File: src/rtl/serial_adder.sv
// serial_adder: bit-serial adder that feeds a one-bit fulladder one operand bit pair per clock, LSB first
//   Parameter WIDTH (2..32): operand/sum width.
//   Ports: clk, rst_n (sync active-low), start, a, b, cin -> busy, done, sum, cout
//   Optional SERIAL_ADDER_OVF_EN: adds ovf (two's-complement overflow, valid with done).
//   fulladder: combinational one-bit full adder cell (a, b, cin -> sum, cout).
module fulladder (
    input  logic a,
    input  logic b,
    input  logic cin,
    output logic sum,
    output logic cout
);
    assign sum  = a ^ b ^ cin;
    assign cout = (a & b) | (cin & (a ^ b));
endmodule

module serial_adder #(
    parameter int WIDTH = 8
) (
    input  logic             clk,
    input  logic             rst_n,
    input  logic             start,
    input  logic [WIDTH-1:0] a,
    input  logic [WIDTH-1:0] b,
    input  logic             cin,
    output logic             busy,
    output logic             done,
    output logic [WIDTH-1:0] sum,
`ifdef SERIAL_ADDER_OVF_EN
    output logic             ovf,
`endif
    output logic             cout
);
    localparam int CW = $clog2(WIDTH) + 1;
    typedef enum logic [1:0] {IDLE, RUN, DONE} state_t;
    state_t           r_state, w_next;
    logic [WIDTH-1:0] r_a, r_b, r_sum;
    logic [CW-1:0]    r_cnt;
    logic             r_carry, r_cout;
    logic             w_fa_sum, w_fa_cout, w_last;
    fulladder u_fa (
        .a(r_a[0]),
        .b(r_b[0]),
        .cin(r_carry),
        .sum(w_fa_sum),
        .cout(w_fa_cout)
    );
    // last RUN edge: the MSB pair is in the cell right now
    assign w_last = (r_state == RUN) && (r_cnt == CW'(WIDTH - 1));
    always_ff @(posedge clk) begin
        if (!rst_n) r_state <= IDLE;
        else        r_state <= w_next;
    end
    always_comb begin
        w_next = r_state;
        case (r_state)
            IDLE:    w_next = start ? RUN : IDLE;
            RUN:     w_next = w_last ? DONE : RUN;
            default: w_next = IDLE;
        endcase
    end
    always_comb begin
        busy = r_state != IDLE;
        done = r_state == DONE;
    end
    always_ff @(posedge clk) begin
        if (!rst_n) begin
            r_a     <= '0;
            r_b     <= '0;
            r_sum   <= '0;
            r_cnt   <= '0;
            r_carry <= 1'b0;
            r_cout  <= 1'b0;
        end else if (r_state == IDLE && start) begin
            r_a     <= a;
            r_b     <= b;
            r_sum   <= '0;
            r_cnt   <= '0;
            r_carry <= cin;
            r_cout  <= 1'b0;
        end else if (r_state == RUN) begin
            r_a     <= r_a >> 1;
            r_b     <= r_b >> 1;
            // sum bits enter at the MSB and reach bit 0 after WIDTH shifts
            r_sum   <= {w_fa_sum, r_sum[WIDTH-1:1]};
            r_cnt   <= r_cnt + CW'(1);
            r_carry <= w_fa_cout;
            if (w_last) r_cout <= w_fa_cout;
        end
    end
    assign sum  = r_sum;
    assign cout = r_cout;
`ifdef SERIAL_ADDER_OVF_EN
    logic r_ovf;
    // overflow = carry into MSB xor carry out of MSB
    always_ff @(posedge clk) begin
        if (!rst_n)                        r_ovf <= 1'b0;
        else if (r_state == IDLE && start) r_ovf <= 1'b0;
        else if (w_last)                   r_ovf <= r_carry ^ w_fa_cout;
    end
    assign ovf = r_ovf;
`endif
endmodule

File: config.mk
export PLATFORM = sky130hd
export DESIGN_NAME = serial_adder
export DESIGN_NICKNAME = d
export VERILOG_FILES = /design/src/rtl/serial_adder.sv
export SDC_FILE = /design/constraint.sdc
export NUM_CORES = 1
export LEC_CHECK = 0
export CORE_MARGIN = 2
export CORE_UTILIZATION = 52
export DETAILED_ROUTE_END_ITERATION = 8
export PLACE_DENSITY = 0.82
export SLEW_MARGIN = 25
export SYNTH_ARGS = -nofsm -noshare
export SYNTH_HDL_FRONTEND = slang
export SYNTH_HIERARCHICAL = 1
export SYNTH_SLANG_ARGS = --single-unit
File: constraint.sdc
create_clock -name clk -period 2.69 [get_ports clk]
set_clock_uncertainty 0.05 [all_clocks]
set_input_delay 0.6725 -clock clk [delete_from_list [all_inputs] [get_ports clk]]
set_output_delay 0.6725 -clock clk [all_outputs]
set_load 0.01 [all_outputs]
==> results.json <==
{
  "status": "completed",
  "post_cts_buffers": 0,
  "critPathRequiredTime_ns": 1.97,
  "clock_path_buffers": 2,
  "fmax_mhz": 433.2,
  "cts.hold.buffers_added": 0,
  "area_delta_synth_final_pct": 27.12,
  "numCtsBuffers": 5,
  "period_minus_slack_ns": 2.308,
  "max_stage_delay_ns": 0.54,
  "path_cells": "nor2b_1, clkdlybuf4s50_1",
  "dieArea_mm2": 0.003033,
  "hp-class": "register to register",
  "slowest_stage": "dfxtp_1",
  "grt_pass1_wl_mm": 4.422,
  "yosys_warnings": 6,
  "tightest_slew_ns": 0.4295,
  "drt_first_pass_iters": 4,
  "power.leakage_nw": 0.6187,
  "register_area_um2": 640.6,
  "detail_route.iter0.violations": 33,
  "cts-root-buf": "clkbuf_4",
  "wirelength_mm": 2.760,
  "drcViolationCount": 0,
  "ios": 31,
  "slew_viol_final": 0,
  "fin_cells": 225,
  "clock-sinks": 32,
  "ys_ff_latch": 32,
  "crit_type": "register to output port",
  "p_per_area_mw_per_mm2": 587.0,
  "syn_inst": 165,
  "htreeDepth": 2,
  "holdPathStages": 2,
  "grt_setup_unrepaired": "false",
  "cts.clk_slew.worst_paths_ns": 0.09,
  "vias": 1213,
  "grt_max_degree": 29,
  "finalCritPeriodShare_pct": 85.81,
  "start_util_pct": 54.75,
  "fin_tns_setup_ns": 0,
  "hpwl_mm": 1.907,
  "drv_cap": 0,
  "layout.cells.most_common": "a21oi_1",
  "cts_resized": 0,
  "grt_overflow": 0,
  "die_h_um": 55.07,
  "fin_nets": 216,
  "crit_fanout": 11,
  "synth_cell_types": 25,
  "endpoint_kind": "output port",
  "ir_drop_v": 0.0004783,
  "ys_seq_area_share_pct": 47.23,
  "grt_use_total_pct": 21.22,
  "cts_tree": "done",
  "fillers": 215,
  "portBuffers": 30,
  "syn-mean-instance-area_um2": 8.220,
  "grt_pass1_vias": 1033,
  "setup_viol": 0,
  "drive_above_1_share_pct": 9.231,
  "cp-start-kind": "register",
  "ant_nets": 0,
  "num_antenna_cells": 0,
  "hold_viol": 0,
  "fp-row-count": 18,
  "multi_input_area_um2": 631.9,
  "slew_headroom_pct": 71.29,
  "clk_latency_ns": 0.34,
  "arrival_ns": 1.59,
  "netlist_area_mm2": 0.001356,
  "gp_congestion": 0.7332,
  "dpl.cell_count": 217,
  "wl_per_cell_um": 12.27,
  "die_w_um": 55.07,
  "synth_fp_nets": 187,
  "mostFrequentLayoutCells": "40 x a21oi_1, 33 x nand2_1, 32 x dfxtp_1, 30 x clkdlybuf4s50_1, 14 x o21ai_0",
  "r2r_cells": 4,
  "antenna_found_initial": 0,
  "coreArea_mm2": 0.002477,
  "via_per_inst": 5.391
}
## synthesized netlist by cell type
cell type | number | share of area, %
a21oi_1 | 40 | 15
a22oi_1 | 1 | 0.55
buf_2 | 7 | 2.6
buf_4 | 2 | 1.1
buf_6 | 2 | 1.7
clkbuf_1 | 1 | 0.28
dfxtp_1 | 32 | 47
fa_1 | 1 | 1.5
ha_1 | 1 | 0.92
inv_1 | 2 | 0.55
nand2_1 | 33 | 9.1
nand2b_4 | 1 | 1.0
nand3_1 | 3 | 1.1
nand3b_1 | 2 | 1.1
nor2_1 | 8 | 2.2
nor2b_1 | 4 | 1.8
nor3_1 | 1 | 0.37
nor3b_2 | 1 | 0.92
o21ai_0 | 14 | 5.2
o221a_2 | 3 | 2.5
or2_2 | 1 | 0.46
or3_1 | 2 | 0.92
or3b_4 | 1 | 0.83
xnor2_1 | 1 | 0.65
xor2_1 | 1 | 0.65
## cell type report
| class | instances | area share [%] |
|---|---|---|
| timing repair buffer | 34 | 19.16 |
| tap | 30 | 2.177 |
| multi-input combinational | 119 | 36.65 |
| sequential | 32 | 37.16 |
| clock buffer | 6 | 2.395 |
| clock inverter | 2 | 2.032 |
| inverter | 2 | 0.4354 |
## metrics by stage
step	hold WS [ns]	total power, mW	worst slack, ns	instance area (um2)	utilization (%)
final	0.4078	1.012	0.3818	1724	69.60
after global routing	0.4241	1.060	0.2993	1724	69.60
after CTS	0.4109	1.022	0.3802	1724	69.60
after detailed placement	0.3968	0.6666	0.3406	1648	66.52
after global placement	0.3842	0.6596	0.3912	1648	66.52
after floorplan	0.3797	0.6158	1.132	1356	-
## registers in the layout, indices dropped and copies added, names as in the netlist
| register | count |
|---|---|
| cout | 1 |
| r_a | 8 |
| r_b | 8 |
| sum | 8 |
| r_cnt | 4 |
| r_carry | 1 |
| r_state | 2 |
## final timing paths
check,startpoint,endpoint,slack (ns)
setup / recovery,r_state[1],done,0.38
hold / removal,r_b[5],r_b[4],0.41
setup reg to reg,r_state[0],r_cnt[2],1.01
hold reg to reg,r_b[5],r_b[4],0.41
## where the power goes
group / switching, mW / internal, mW / leakage (nW) / total [mW]
clock: 0.162 / 0.195 / 0.0422 / 0.357
combinational: 0.0699 / 0.0686 / 0.314 / 0.139
sequential: 0.0170 / 0.500 / 0.262 / 0.517
## logic make-up (layout without fill, tap and decap cells)
logic type / after synthesis / after routing / share of synthesized area [%]
AO/OA/AOI/OAI: 58 / 58 / 22.97
XOR/XNOR: 2 / 2 / 1.292
adder cells (fa/ha/maj): 2 / 2 / 2.398
buffers and inverters: 14 / 44 / 6.180
flip-flops: 32 / 32 / 47.23
AND/OR/NAND/NOR: 57 / 57 / 19.92
## worst max-delay path, delay by kind of cell, from the launching register on
family                 cells  cell delay (ns)
flip-flops                 1             0.54
buffers and inverters      1             0.53
AND/OR/NAND/NOR            1             0.17
## routing by layer
metal  GRT usage [%]  vias to the layer above  share of wire (%)  routed length [um]
met3           5.645                        5                5.0                 137
met2           36.11                       28                 50                1390
li1                -                      618                  -                   -
met4           12.20                        0                1.9                  52
met1           23.79                      562                 43                1179
met5               0                        -                  0                   0
Power figures use the tool's default switching activity.
